==> src/rtl/branch_pkg.sv <==
`default_nettype none
// ============================================================================
// Module      : branch_pkg
// Description : Shared widths and enumerations for the branch resolution
//               stage (branch type encoding and FSM state encoding).
// Revision    : 1.0 - initial release
// ============================================================================
package branch_pkg;

  localparam int PC_W  = 10;
  localparam int IDX_W = 4;

  // Branch condition encoding as presented by the decode stage
  typedef enum logic [1:0] {
    BR_FLAG   = 2'b00,
    BR_NFLAG  = 2'b01,
    BR_ALWAYS = 2'b10,
    BR_NEVER  = 2'b11
  } br_type_t;

  // Resolution FSM states
  typedef enum logic [1:0] {
    IDLE    = 2'd0,
    RESOLVE = 2'd1,
    FLUSH   = 2'd2
  } br_state_t;

endpackage : branch_pkg
`default_nettype wire

==> src/rtl/branch_lut.sv <==
`default_nettype none
// ============================================================================
// Module      : branch_lut
// Description : Programmable jump-target table. Flop array with asynchronous
//               clear, one synchronous write port and one combinational read
//               port. A same-cycle write to the read index returns old data.
// Revision    : 1.0 - initial release
// ============================================================================
module branch_lut #(
  parameter int PC_W      = 10,
  parameter int LUT_DEPTH = 16,
  parameter int IDX_W     = 4
) (
  input  logic             CLK,
  input  logic             Init,
  input  logic             we,
  input  logic [IDX_W-1:0] waddr,
  input  logic [PC_W-1:0]  wdata,
  input  logic [IDX_W-1:0] raddr,
  output logic [PC_W-1:0]  rdata
);

  logic [PC_W-1:0] r_mem [LUT_DEPTH];

  generate
    for (genvar gi = 0; gi < LUT_DEPTH; gi++) begin : g_entry
      // One table entry: cleared on Init, loaded when its index is written
      always_ff @(posedge CLK or posedge Init) begin
        if (Init) begin
          r_mem[gi] <= '0;
        end else if (we && (waddr == IDX_W'(gi))) begin
          r_mem[gi] <= wdata;
        end
      end
    end
  endgenerate

  // Combinational read of the pre-edge contents
  assign rdata = r_mem[raddr];

endmodule : branch_lut
`default_nettype wire

==> src/rtl/branch_unit.sv <==
`default_nettype none
// ============================================================================
// Module      : branch_unit
// Description : Branch resolution stage feeding the fetch stage. Holds the
//               condition flag and the jump-target table, resolves each
//               accepted branch one cycle later on registered outputs, and
//               raises Flush for two cycles after a taken branch.
//               Optional feature macro: BRANCH_STATS_EN adds the saturating
//               Taken_cnt output.
// Revision    : 1.0 - initial release
// ============================================================================
module branch_unit #(
  parameter int PC_W      = 10,
  parameter int LUT_DEPTH = 16,
  parameter int IDX_W     = 4
) (
  input  logic             CLK,
  input  logic             Init,
  input  logic             Flag_we,
  input  logic             Flag_d,
  input  logic             Br_req,
  input  logic [1:0]       Br_type,
  input  logic [IDX_W-1:0] Br_idx,
  input  logic             Lut_we,
  input  logic [IDX_W-1:0] Lut_waddr,
  input  logic [PC_W-1:0]  Lut_wdata,
  input  logic             Halt,
`ifdef BRANCH_STATS_EN
  output logic [15:0]      Taken_cnt,
`endif
  output logic             Branch_en,
  output logic             FLAG_IN,
  output logic [PC_W-1:0]  Target,
  output logic             Flush
);

  import branch_pkg::*;

  br_state_t       r_state;
  br_state_t       w_state_nxt;
  logic            r_flag;
  logic            r_branch_en;
  logic            r_flag_in;
  logic            r_flush;
  logic [PC_W-1:0] r_target;
  logic            w_branch_en_nxt;
  logic            w_flag_in_nxt;
  logic            w_flush_nxt;
  logic [PC_W-1:0] w_target_nxt;
  logic            w_eff_flag;
  logic            w_taken;
  logic            w_accept;
  logic [PC_W-1:0] w_lut_rdata;

  branch_lut #(
    .PC_W      (PC_W),
    .LUT_DEPTH (LUT_DEPTH),
    .IDX_W     (IDX_W)
  ) u_lut (
    .CLK   (CLK),
    .Init  (Init),
    .we    (Lut_we),
    .waddr (Lut_waddr),
    .wdata (Lut_wdata),
    .raddr (Br_idx),
    .rdata (w_lut_rdata)
  );

  // Condition flag written by the ALU
  always_ff @(posedge CLK or posedge Init) begin
    if (Init) begin
      r_flag <= 1'b0;
    end else if (Flag_we) begin
      r_flag <= Flag_d;
    end
  end

  // A flag written in the same cycle as the branch is used directly
  assign w_eff_flag = Flag_we ? Flag_d : r_flag;

  // Evaluate the branch condition for the incoming request
  always_comb begin
    w_taken = 1'b0;
    case (br_type_t'(Br_type))
      BR_FLAG:   w_taken = w_eff_flag;
      BR_NFLAG:  w_taken = !w_eff_flag;
      BR_ALWAYS: w_taken = 1'b1;
      BR_NEVER:  w_taken = 1'b0;
      default:   w_taken = 1'b0;
    endcase
  end

  // Next state and next registered outputs; taken-ness in RESOLVE is r_flag_in
  always_comb begin
    w_state_nxt     = r_state;
    w_accept        = 1'b0;
    w_branch_en_nxt = 1'b0;
    w_flag_in_nxt   = 1'b0;
    w_flush_nxt     = 1'b0;
    w_target_nxt    = r_target;
    case (r_state)
      IDLE: begin
        if (Br_req && !Halt) w_accept = 1'b1;
      end
      RESOLVE: begin
        if (r_flag_in) begin
          w_state_nxt = FLUSH;
          w_flush_nxt = 1'b1;
        end else if (Br_req && !Halt) begin
          w_accept = 1'b1;
        end else begin
          w_state_nxt = IDLE;
        end
      end
      FLUSH: begin
        w_state_nxt = IDLE;
      end
      default: begin
        w_state_nxt = IDLE;
      end
    endcase
    if (w_accept) begin
      w_state_nxt     = RESOLVE;
      w_branch_en_nxt = 1'b1;
      w_flag_in_nxt   = w_taken;
      w_flush_nxt     = w_taken;
      w_target_nxt    = w_lut_rdata;
    end
  end

  // State register and registered outputs
  always_ff @(posedge CLK or posedge Init) begin
    if (Init) begin
      r_state     <= IDLE;
      r_branch_en <= 1'b0;
      r_flag_in   <= 1'b0;
      r_flush     <= 1'b0;
      r_target    <= '0;
    end else begin
      r_state     <= w_state_nxt;
      r_branch_en <= w_branch_en_nxt;
      r_flag_in   <= w_flag_in_nxt;
      r_flush     <= w_flush_nxt;
      r_target    <= w_target_nxt;
    end
  end

  assign Branch_en = r_branch_en;
  assign FLAG_IN   = r_flag_in;
  assign Flush     = r_flush;
  assign Target    = r_target;

`ifdef BRANCH_STATS_EN
  logic [15:0] r_taken_cnt;

  // Saturating count of taken resolutions
  always_ff @(posedge CLK or posedge Init) begin
    if (Init) begin
      r_taken_cnt <= '0;
    end else if ((r_state == RESOLVE) && r_flag_in && (r_taken_cnt != 16'hFFFF)) begin
      r_taken_cnt <= r_taken_cnt + 16'd1;
    end
  end

  assign Taken_cnt = r_taken_cnt;
`endif

endmodule : branch_unit
`default_nettype wire

==> config.mk <==
export PLATFORM = sky130hd
export DESIGN_NAME = branch_unit
export DESIGN_NICKNAME = d
export VERILOG_FILES = /design/src/rtl/branch_pkg.sv /design/src/rtl/branch_lut.sv /design/src/rtl/branch_unit.sv
export SDC_FILE = /design/constraint.sdc
export NUM_CORES = 1
export LEC_CHECK = 0
export BUFFER_PORTS_ARGS = -buffer_cell sky130_fd_sc_hd__buf_4
export CORE_UTILIZATION = 55
export DETAILED_ROUTE_END_ITERATION = 16
export MAX_ROUTING_LAYER = met4
export PLACE_DENSITY_LB_ADDON = 0.08
export RECOVER_POWER = 100
export SETUP_SLACK_MARGIN = 0.3
export SYNTH_ARGS = -nofsm -noshare
export SYNTH_HDL_FRONTEND = slang
export SYNTH_SLANG_ARGS = --single-unit
export TNS_END_PERCENT = 1
==> constraint.sdc <==
create_clock -name CLK -period 15.7 [get_ports CLK]
set_input_delay 1.57 -clock CLK [delete_from_list [all_inputs] [get_ports CLK]]
set_output_delay 1.57 -clock CLK [all_outputs]
set_load 0.03 [all_outputs]
==> out/metrics.cfg <==
[outcome]
status=finished with violations
violations=max-capacitance violations, max-slew violations

[sta]
max_slew_margin=-2.37
slew_violations=235
clock.fmax_mhz=140
rsz0062_at_grt=false
fin_ws_ns=8.58
finalSetupViolCount=0
fin_crit_ns=7.12
hold_viol=0
post-route-period-util=0.453
finalSetupTns_ns=0
skew_ns=0.00579
worst_slew_pin_slew_ns=5.03

[worst_setup_path]
worst-path-max-fanout=116
start_kind=input port
crit_type=input port to asynchronous set/reset pin
endpoint_kind=asynchronous set/reset pin
crit_arrival_ns=6.96
critPathRequiredTime_ns=15.54

[cts]
post-cts-setup-buffers=0
cts_tree=done
insertion_delay_ns=0.43
cts_buffer_depth=2
cts_resized=0
clockRootBuffer=clkbuf_16
cts.sinks=176
cts.reportedPaths.clkPinSlew_ns=0.06
cts_buffers=17
cts.htree.levels=4
hold_buffers=0

[job]
cap_violations=5

[synth]
ys_seq_area_frac=0.555
yosys.area.top_type=dfrtp_1
synth_ff_type=dfrtp_1
synthesis.nets=515
syn_area_per_cell_um2=16.2
synth_edf_count=0
ys_ff_latch=176
synth.yosys.warnings=0
syn_area_um2=7930
async_reset_ff_frac=1.00
synth.area.top_cells=dfrtp_1 (56%), mux2_2 (23%), mux4_2 (8.8%)
yosysTopAreaCellShare=0.555
ys_types=32
syn_inst=488

[detailed_routing]
viasPerCell=6.08
drc=0
routed_wirelength_mm=16.7
vias=4308
avgRoutedWirePerCell_um=23.5
antenna_left=0
drt_first_pass_iters=4
dr.first_iter.drc_count=266

[finish]
nNetsFinal=544
final_cell_area_um2=8730
drive_above_1_share=0.461
antenna_cells=0
utilization=0.624
area_growth_syn_to_layout_pct=10.2

[global_route]
track_usage=0.256
grt_max_degree=117
antenna_found_initial=0
grt_overflow=0
grt_pass1_vias=4725
grt_pass1_wl_mm=26.3

[floorplan]
start_util=0.567
dieArea_um2=14900
coreArea_um2=14000
io_pins=40
die_w_um=122
row_count=43
die_h_um=122

[power]
p_total_mw=1.26
power_density_nw_per_um2=144
p_leak_nw=3.81
ir_worst_vdd_uv=84.0

[place]
dpl_cell_area_um2=8270
io_buffer_count=39
gp_congestion=0.707
place_ws_ns=12.32
hpwl_mm=9.84

[min_path]
hp-class=register to register

[worst max-delay path: stages]
cell	delay [ns]
clkbuf_4	0.11
clkinvlp_2	2.76
clkbuf_1	2.37
[through the flow]
stage	instances	hold slack, ns
detailed placement	678	0.447
global route	709	0.484
floorplan	488	0.426
CTS	709	0.455
finish	709	0.455
global placement	678	0.437
[final cells by class]
cell class	instances	area [um2]
clock buffers	19	433
flip-flops and latches	176	4400
well taps	180	225
repair buffers	41	233
clock inverters	12	168
fillers	1075	5250
multi-input cells	278	3260
inverters	3	12.5
[worst paths after layout]
path,slack [ns],startpoint,to,cells past startpoint
worst max-delay path,8.58,Init,r_flag,3
worst min-delay path,0.46,r_state[1],r_state[1],1
max in group CLK,11.23,Br_idx[0],Target[3],5
worst min register to register,0.46,r_state[1],r_state[1],1
min in group asynchronous,2.68,Init,u_lut.r_mem[158],2
worst max register to register,13.70,FLAG_IN,Target[5],5
[report_power, final]
group	internal (mW)	total, mW	switching, mW	leakage, nW
Combinational	0.131	0.218	0.0871	1.36
Sequential	0.557	0.607	0.0501	2.17
Clock	0.264	0.434	0.171	0.288
Total	0.952	1.26	0.308	3.81
[per-layer routing]
layer  wire, um  global-route usage
met3        472              0.0501
met2       8160               0.391
met5          0                   -
met4        479               0.106
met1       7560               0.338
[cells by family (layout without fill, tap and decap cells)]
logic type	after synthesis	count (layout)	synth area share
mux	217	217	0.368
simple gates	35	35	0.0271
buf+inv	34	75	0.0268
compound gates	25	25	0.0215
flops	176	176	0.555
xor+xnor	1	1	0.00110
[cells in the mapped netlist (2+ instances only)]
| cell | n |
|---|---|
| o22ai_1 | 8 |
| inv_1 | 3 |
| nor2_2 | 9 |
| mux4_2 | 31 |
| o21ai_1 | 3 |
| mux4_1 | 8 |
| mux2_4 | 2 |
| dfrtp_1 | 176 |
| buf_2 | 10 |
| buf_6 | 5 |
| a211oi_1 | 7 |
| clkbuf_1 | 12 |
| nor2_1 | 5 |
| nand2_1 | 6 |
| mux2_2 | 161 |
| nand2b_1 | 6 |
| or3_1 | 2 |
| buf_4 | 2 |
| a21o_1 | 7 |
| mux2i_1 | 13 |
[layout by cell type, fill, tap and decap left out]
cell / n
buf_4: 19
nand2_1: 6
clkinvlp_2: 1
nor3b_1: 1
xor2_1: 1
clkinv_2: 5
o21ai_0: 3
or2_2: 1
a21o_1: 7
o22ai_1: 8
mux2_2: 160
mux4_4: 1
clkbuf_16: 17
clkbuf_4: 2
mux2_1: 4
clkinvlp_4: 3
or3_1: 2
dfrtp_1: 176
mux4_2: 31
mux4_1: 8
nor2_1: 14
inv_1: 2
nor2b_1: 1
nand2b_1: 6
nand3_1: 2
bufinv_16: 4
nand3b_1: 2
clkbuf_1: 22
a211oi_1: 7
mux2i_1: 13
[flip-flops by register name, indices dropped and copies added, names as in the netlist]
signal / cells
r_state: 2
u_lut.r_mem: 160
Branch_en: 1
Target: 10
r_flag: 1
FLAG_IN: 1
Flush: 1
Power figures use the tool's default switching activity.
